**config.mk**
```make
export PLATFORM = sky130hd
export DESIGN_NAME = dcache_port_arbiter
export DESIGN_NICKNAME = d
export VERILOG_FILES = /design/src/rtl/dcache_port_arbiter.sv
export SDC_FILE = /design/constraint.sdc
export NUM_CORES = 1
export LEC_CHECK = 0
export CAP_MARGIN = 20
export CORE_AREA = 2 2 260 262
export DETAILED_ROUTE_END_ITERATION = 7
export DIE_AREA = 0 0 262 264
export HOLD_SLACK_MARGIN = 0.02
export PLACE_DENSITY = 0.39
export SLEW_MARGIN = 25
export SYNTH_ARGS = -nofsm -noshare
export SYNTH_HDL_FRONTEND = slang
export SYNTH_SLANG_ARGS = --single-unit
```
**constraint.sdc**
```tcl
create_clock -name clk_i -period 8.3 [get_ports clk_i]
set_clock_uncertainty 0.2 [all_clocks]
set_input_delay 1.66 -clock clk_i [delete_from_list [all_inputs] [get_ports clk_i]]
set_output_delay 1.66 -clock clk_i [all_outputs]
set_load 0.01 [all_outputs]
```
**src/rtl/dcache_port_arbiter.sv**
```systemverilog
// N-to-1 arbiter for the split-phase data-cache port: round-robin index phase,
// owner-tracked tag phase, and a port-ID FIFO that routes in-order read responses.
module dcache_port_arbiter #(
    parameter int NrPorts        = 3,
    parameter int IndexWidth     = 12,
    parameter int TagWidth       = 44,
    parameter int DataWidth      = 64,
    parameter int MaxOutstanding = 4
) (
    input  logic                                 clk_i,
    input  logic                                 rst_ni,
    input  logic [NrPorts-1:0][IndexWidth-1:0]   slv_address_index_i,
    input  logic [NrPorts-1:0][TagWidth-1:0]     slv_address_tag_i,
    input  logic [NrPorts-1:0][DataWidth-1:0]    slv_data_wdata_i,
    input  logic [NrPorts-1:0][DataWidth/8-1:0]  slv_data_be_i,
    input  logic [NrPorts-1:0]                   slv_data_we_i,
    input  logic [NrPorts-1:0]                   slv_data_req_i,
    input  logic [NrPorts-1:0]                   slv_kill_req_i,
    input  logic [NrPorts-1:0]                   slv_tag_valid_i,
    output logic [NrPorts-1:0]                   slv_data_gnt_o,
    output logic [NrPorts-1:0]                   slv_data_rvalid_o,
    output logic [DataWidth-1:0]                 slv_data_rdata_o,
    output logic [IndexWidth-1:0]                mst_address_index_o,
    output logic [TagWidth-1:0]                  mst_address_tag_o,
    output logic [DataWidth-1:0]                 mst_data_wdata_o,
    output logic [DataWidth/8-1:0]               mst_data_be_o,
    output logic                                 mst_data_we_o,
    output logic                                 mst_data_req_o,
    output logic                                 mst_kill_req_o,
    output logic                                 mst_tag_valid_o,
    input  logic                                 mst_data_gnt_i,
    input  logic                                 mst_data_rvalid_i,
    input  logic [DataWidth-1:0]                 mst_data_rdata_i,
    output logic                                 err_unexpected_rvalid_o
);

    localparam int PortIdW = $clog2(NrPorts);
    localparam int PtrW    = $clog2(MaxOutstanding);
    localparam int CntW    = PtrW + 1;

    typedef logic [PortIdW-1:0] port_id_t;

    port_id_t            rr_q;
    port_id_t            owner_q;
    logic                owner_we_q;
    logic                tag_pending_q;
    port_id_t            fifo_q [MaxOutstanding];
    logic [PtrW-1:0]     rd_ptr_q;
    logic [PtrW-1:0]     wr_ptr_q;
    logic [CntW-1:0]     count_q;
    logic                err_q;

    logic                full;
    logic [NrPorts-1:0]  eligible;
    port_id_t            winner;
    logic                found;
    int                  idx;
    logic                any_req;
    logic                accept;
    logic                push;
    logic                pop;
    port_id_t            head;

    // A pending tag-phase read already holds a slot, so it counts toward the limit.
    always_comb begin
        full     = (int'(count_q) + ((tag_pending_q && !owner_we_q) ? 1 : 0)) >= MaxOutstanding;
        eligible = slv_data_req_i & (slv_data_we_i | {NrPorts{~full}});
    end

    // NOTE: every variable assigned in a combinational block gets a default first,
    // otherwise an unassigned path infers a latch.
    always_comb begin
        winner = '0;
        found  = 1'b0;
        idx    = 0;
        for (int k = 0; k < NrPorts; k++) begin
            idx = int'(rr_q) + k;
            if (idx >= NrPorts) idx = idx - NrPorts;
            if (!found && eligible[idx]) begin
                found  = 1'b1;
                winner = port_id_t'(idx);
            end
        end
    end

    assign any_req = rst_ni && found;
    assign accept  = any_req && mst_data_gnt_i;
    assign push    = tag_pending_q && slv_tag_valid_i[owner_q] && !slv_kill_req_i[owner_q]
                     && !owner_we_q;
    assign pop     = rst_ni && mst_data_rvalid_i && (count_q != '0);
    assign head    = fifo_q[rd_ptr_q];

    assign mst_data_req_o      = any_req;
    assign mst_address_index_o = slv_address_index_i[winner];
    assign mst_data_wdata_o    = slv_data_wdata_i[winner];
    assign mst_data_be_o       = slv_data_be_i[winner];
    assign mst_data_we_o       = slv_data_we_i[winner];

    assign mst_address_tag_o   = slv_address_tag_i[owner_q];
    assign mst_tag_valid_o     = tag_pending_q && slv_tag_valid_i[owner_q];
    assign mst_kill_req_o      = tag_pending_q && slv_kill_req_i[owner_q];

    assign slv_data_rdata_o        = mst_data_rdata_i;
    assign err_unexpected_rvalid_o = err_q;

    always_comb begin
        slv_data_gnt_o    = '0;
        slv_data_rvalid_o = '0;
        if (accept) slv_data_gnt_o[winner] = 1'b1;
        if (pop)    slv_data_rvalid_o[head] = 1'b1;
    end

    // NOTE: state registers use non-blocking assignments so every flop samples
    // pre-edge values regardless of statement order.
    always_ff @(posedge clk_i or negedge rst_ni) begin
        if (!rst_ni) begin
            rr_q          <= '0;
            owner_q       <= '0;
            owner_we_q    <= 1'b0;
            tag_pending_q <= 1'b0;
            rd_ptr_q      <= '0;
            wr_ptr_q      <= '0;
            count_q       <= '0;
            err_q         <= 1'b0;
        end else begin
            if (accept) begin
                rr_q       <= (int'(winner) == NrPorts - 1) ? '0 : winner + port_id_t'(1);
                owner_q    <= winner;
                owner_we_q <= slv_data_we_i[winner];
            end
            tag_pending_q <= accept;
            if (push) wr_ptr_q <= wr_ptr_q + PtrW'(1);
            if (pop)  rd_ptr_q <= rd_ptr_q + PtrW'(1);
            case ({push, pop})
                2'b10:   count_q <= count_q + CntW'(1);
                2'b01:   count_q <= count_q - CntW'(1);
                default: count_q <= count_q;
            endcase
            if (mst_data_rvalid_i && count_q == '0) err_q <= 1'b1;
        end
    end

    // NOTE: FIFO storage has no reset; the pointers and count define which
    // entries are valid, so clearing the array would only cost reset fan-out.
    always_ff @(posedge clk_i) begin
        if (push) fifo_q[wr_ptr_q] <= owner_q;
    end

endmodule
```
==> impl_metrics.toml, run 1 <==
[global_route]
grt_pass1_vias = 6266
grt_use_total_pct = 9.187
grt_pass1_wl_um = 45890
antenna_found_initial = 20
overflow = 0
grt_max_degree = 87

[timing]
maxSlewHeadroom_pct = 38.12
hold_viol = 0
rsz0062_at_grt = "false"
setup_viol = 0
fin_crit_ns = 6.321
fmax_mhz = 158.2
tightest_slew_ns = 0.9185
finalCritPeriodShare_pct = 76.16
slew_viol_final = 0
setup-tns-final_ns = 0

[setup_path]
reg2regPathDepth = 11
endpoint = "mst_data_wdata_o[51]"
r2r-end = "count_q[2]"
path_buf_inv = 3
r2r_setup_slack_ns = 4.72
cp-end-kind = "primary output"
crit_chain = "clkdlybuf4s50_1 -> nand2_1 -> o21ai_2 -> a211o_1 -> nor2_4 -> buf_12 -> a221o_1 -> clkdlybuf4s50_1"
crit_path_start = "slv_data_req_i[0]"
worstSetupPathType = "in -> out"
critPathTopFamily = "buffers and inverters"
worstPathArrival_ns = 4.46
start_kind = "input pin"
cp_slowest_cell = "clkdlybuf4s50_1"
required_ns = 6.44
crit_cells = 8
cpMostUsedCell = "clkdlybuf4s50_1"
worstPathMaxFanout = 66
r2r-start = "owner_q[0]"
max_stage_delay_ns = 0.56

[synthesis]
syn_area_sq_um = 4225
yosys.area_share.adder_pct = 2.547
syn_avg_cell_area_sq_um = 7.972
ys_seq_area_share_pct = 13.98
synth_top_cell_area_share_pct = 19.90
synth_compound_gate_area_share_pct = 30.00
synthTopCellsByArea = "a221o_1 20%, and2_1 13%, mux2i_1 11%"
syn_nets = 1002
synth_xor_area_share_pct = 1.244
synthCells = 530
synth_top_family_by_area = "compound AO/OA/AOI/OAI gates"
ys.flop_type = "dfrtp_1"
ys_ff_latch = 22
synth_edf_count = 8
async_reset_ff_share_pct = 63.64
synth_area_leader_cell = "a221o_1"
synth-simple-area-share_pct = 22.24
synth.area.mux_share_pct = 13.50
ys.warnings.count = 0
ys_types = 52

[power]
power_mw = 2.588
power.share.sequential_pct = 8.6
p_leak_nw = 3.507
powerDensity_nw_per_um2 = 251.6
p_int_mw = 1.472
p_clk_share_pct = 5.2
switching_share_pct = 43.10
comb_power_share_pct = 86.2
ir_drop_uv = 128.4
switching_power_mw = 1.115

[die]
start_util_pct = 6.348
die_width_um = 262
row_count = 95
die_h_um = 264
ios = 667
die_area_sq_um = 69170
core_sq_um = 66560

[place]
gp_congestion = 0.8797
detailed_place_hpwl_um = 29430
io_buffers = 538

[clock_network]
post_cts_buffers = 0
clkSinkCount = 22
cts_tree = "built"
h-tree-depth = 1
cts_buffer_depth = 2
cts_made_buffers = 3
cts_root_buf = "clkbuf_16"
clock_latency_ns = 0.25
cts_resized = 0
clkTransAtPathRegs_ns = 0.06
hold_buffers = 0

[layout]
area_delta_synth_final_pct = 143.4
final_common_cell = "clkdlybuf4s50_1"
final_cell_mix = "538 x clkdlybuf4s50_1, 89 x and2_1, 84 x a221o_1"
drive_gt1_share_pct = 3.289
final_nets = 1446

[drt]
ant_nets = 0
drtIter0Drc = 258
num_vias = 5981
firstDrtPassIters = 5
routed_wl_um = 34250
avgViaCountPerCell = 3.236
wl_per_cell_um = 18.53
drc = 0

[worst_hold_path]
hp-start = "err_unexpected_rvalid_o"
min_path_type = "reg -> reg"

[flow_run]
max-cap-violations = 0

[run_status]
status = "finished clean"
==> synthesized netlist by cell type (5+ instances only) <==
library cell	n
inv_1	12
xnor2_1	5
buf_4	64
nand2_1	48
edfxtp_1	8
nor2_1	6
clkbuf_1	27
o21ai_0	45
and2_1	89
ha_1	7
a221o_1	84
nand3_1	6
mux2i_1	48
dfrtp_1	14
buf_2	11
==> worst min-delay path by stage <==
| stage | depth (start not counted) | slack, ns | end |
|---|---|---|---|
| after floorplan | 1 | 0.28 | rd_ptr_q[1] |
| after detailed placement | 1 | 0.27 | err_unexpected_rvalid_o |
| after global routing | 1 | 0.33 | err_unexpected_rvalid_o |
| final | 1 | 0.29 | err_unexpected_rvalid_o |
| after CTS | 1 | 0.29 | err_unexpected_rvalid_o |
| after global placement | 1 | 0.27 | err_unexpected_rvalid_o |
==> per-layer routing <==
layer	track usage (%)	part of all wire, %	up-vias
li1	-	-	2804
met2	17.32	52	332
met5	0	0.34	-
met1	9.935	36	2745
met3	3.051	9.3	84
met4	1.542	2.2	16
==> logic make-up (layout without fill, tap and decap cells) <==
group	Yosys count	after routing
buffers and inverters	118	561
flip-flops	22	22
AO/OA/AOI/OAI	151	151
multiplexers	54	54
XOR/XNOR	6	6
AND/OR/NAND/NOR	171	171
adder cells (fa/ha/maj)	8	8
other	0	2
==> power groups by stage <==
stage / clock, mW / combinational [mW] / sequential [mW]
after detailed placement: 0 / 2.25 / 0.229
after global routing: 0.143 / 2.40 / 0.233
after CTS: 0.138 / 2.27 / 0.229
after global placement: 0 / 2.26 / 0.230
final: 0.134 / 2.23 / 0.222
after floorplan: 0 / 1.10 / 0.180
==> flip-flops by register name (all words and copies together) (netlist names) <==
name	count
wr_ptr_q	2
owner_q	2
owner_we_q	1
fifo_q	8
count_q	3
err_unexpected_rvalid_o	1
rr_q	2
tag_pending_q	1
rd_ptr_q	2
==> layout make-up <==
cell class,count,area [sq um]
antenna,2,5.005
clock buffer,3,75.07
clock inverter,1,30.03
fill,7514,56280
inverter,12,45.04
multi-input combinational,390,2967
sequential,22,595.6
tap,873,1092
timing repair buffer,545,5475
==> metrics by stage <==
step	util (%)	hold WS [ns]	setup WS (ns)	cell area, sq um	std cells
2_1_floorplan	-	0.2806	3.411	4225	530
4_1_cts	15.44	0.2930	1.969	10280	1846
3_5_place_dp	15.29	0.2716	1.984	10170	1842
5_1_grt	15.44	0.3263	1.832	10280	1846
6_report	15.45	0.2926	1.979	10280	1848
3_3_place_gp	15.29	0.2675	1.963	10170	1842
(Power assumes the default switching activity.)
==> inputs of run 2 (changes only) <==
- CORE_AREA: 2 2 260 262 -> 2 2 263 265
- DIE_AREA: 0 0 262 264 -> 0 0 265 267
- clock period: 8.3 -> 6.06 ns (I/O delays scaled with it)
==> impl_metrics.toml, run 2 (synthesized netlist as in run 1, its figures left out) <==
[run_status]
status = "finished clean"

[worst_hold_path]
min_path_type = "reg -> reg"

[timing]
setup-tns-final_ns = 0
rsz0062_at_grt = "false"
hold_viol = 0
slew_viol_final = 0
finalCritPeriodShare_pct = 92.08
fmax_mhz = 179.2
maxSlewHeadroom_pct = 42.38
tightest_slew_ns = 0.8642
fin_crit_ns = 5.580
setup_viol = 0

[global_route]
grt_use_total_pct = 7.851
grt_pass1_wl_um = 41890
grt_max_degree = 86
antenna_found_initial = 7
grt_pass1_vias = 6255
overflow = 0

[place]
detailed_place_hpwl_um = 25750
gp_congestion = 0.8533
io_buffers = 538

[layout]
final_common_cell = "clkdlybuf4s50_1"
fillers = 7702
largest-register = "fifo_q"
final_nets = 1454
largestRegisters = "fifo_q x8, count_q x3"
final_cell_mix = "538 x clkdlybuf4s50_1, 89 x and2_1, 84 x a221o_1"
largest_reg_flops = 8
area_delta_synth_final_pct = 145.2
drive_gt1_share_pct = 4.077
final_util_pct = 15.24

[drt]
wl_per_cell_um = 16.21
drtIter0Drc = 331
firstDrtPassIters = 5
num_vias = 5929
routed_wl_um = 30220
ant_nets = 0
avgViaCountPerCell = 3.181
drc = 0

[flow_run]
max-cap-violations = 0

[die]
ios = 667
core_sq_um = 67990
die_h_um = 267
die_area_sq_um = 70760
row_count = 96
start_util_pct = 6.215
die_width_um = 265

[setup_path]
cp-end-kind = "primary output"
r2r_setup_slack_ns = 2.87
worstSetupPathType = "in -> out"
worstPathArrival_ns = 4.17
start_kind = "input pin"
worstPathMaxFanout = 85
required_ns = 4.65

[clock_network]
cts_root_buf = "clkbuf_16"
cts_made_buffers = 3
clkTransAtPathRegs_ns = 0.06
cts_buffer_depth = 2
cts_tree = "built"
cts_resized = 0
clock_latency_ns = 0.25
post_cts_buffers = 0
h-tree-depth = 1
hold_buffers = 0
clkSinkCount = 22

[power]
p_leak_nw = 3.548
powerDensity_nw_per_um2 = 348.9
ir_drop_uv = 205.0
run 2: changes by cell type in the layout (fill, tap and decap cells not counted):
cell | previous run | this run
buf_4 | 4 | 12
buf_12 | 3 | 2
buf_16 | 0 | 1
diode_2 | 2 | 1
run 2: final timing paths:
path / from / to / cells past startpoint
max: slv_data_we_i[2] / mst_data_wdata_o[21] / 8
max reg2reg: owner_q[0] / count_q[2] / 11
min reg2reg: err_unexpected_rvalid_o / err_unexpected_rvalid_o / 1
max in group asynchronous: rst_ni / owner_q[0] / 2
min in group asynchronous: rst_ni / wr_ptr_q[1] / 2
min: err_unexpected_rvalid_o / err_unexpected_rvalid_o / 1
run 2: layout make-up:
class / count / area, sq um / area share (%)
Antenna cell: 1 / 2.502 / 0.02415
Clock buffer: 3 / 75.07 / 0.7245
Clock inverter: 1 / 30.03 / 0.2898
Inverter: 12 / 45.04 / 0.4347
Multi-Input combinational cell: 390 / 2967 / 28.63
Sequential cell: 22 / 595.6 / 5.748
Tap cell: 882 / 1104 / 10.65
Timing Repair Buffer: 553 / 5543 / 53.50
run 2: stage by stage:
stage / power (mW) / area, sq um / cells / hold WS, ns / setup slack (ns)
CTS: 3.657 / 10330 / 1862 / 0.2887 / 0.4471
finish: 3.615 / 10360 / 1864 / 0.2898 / 0.4797
global placement: 3.498 / 10230 / 1858 / 0.2654 / 0.4002
floorplan: 1.748 / 4225 / 530 / 0.2806 / 2.067
global route: 3.857 / 10360 / 1864 / 0.3176 / 0.2623
detailed placement: 3.453 / 10230 / 1858 / 0.2672 / 0.4513
run 2: where the power goes:
| part | internal, mW | switching (mW) |
|---|---|---|
| Sequential | 0.208 | 0.0562 |
| Combinational | 1.72 | 1.45 |
| Clock | 0.131 | 0.0511 |
| Total | 2.06 | 1.56 |
run 2: layer usage:
layer / GRT usage (%) / share of wire (%) / up-vias
li1: - / - / 2814
met1: 9.380 / 40 / 2758
met2: 14.32 / 52 / 307
met3: 1.568 / 6.5 / 46
met4: 1.878 / 2.3 / 4
met5: 0 / 0.076 / -
run 2: critical path: stages:
cell and delay (ns):
clkdlybuf4s50_1 0.54, nand2b_1 0.13, o2111ai_1 0.17, nor3_4 0.22
buf_4 0.63, and2_1 0.22, a221o_1 0.28, clkdlybuf4s50_1 0.62
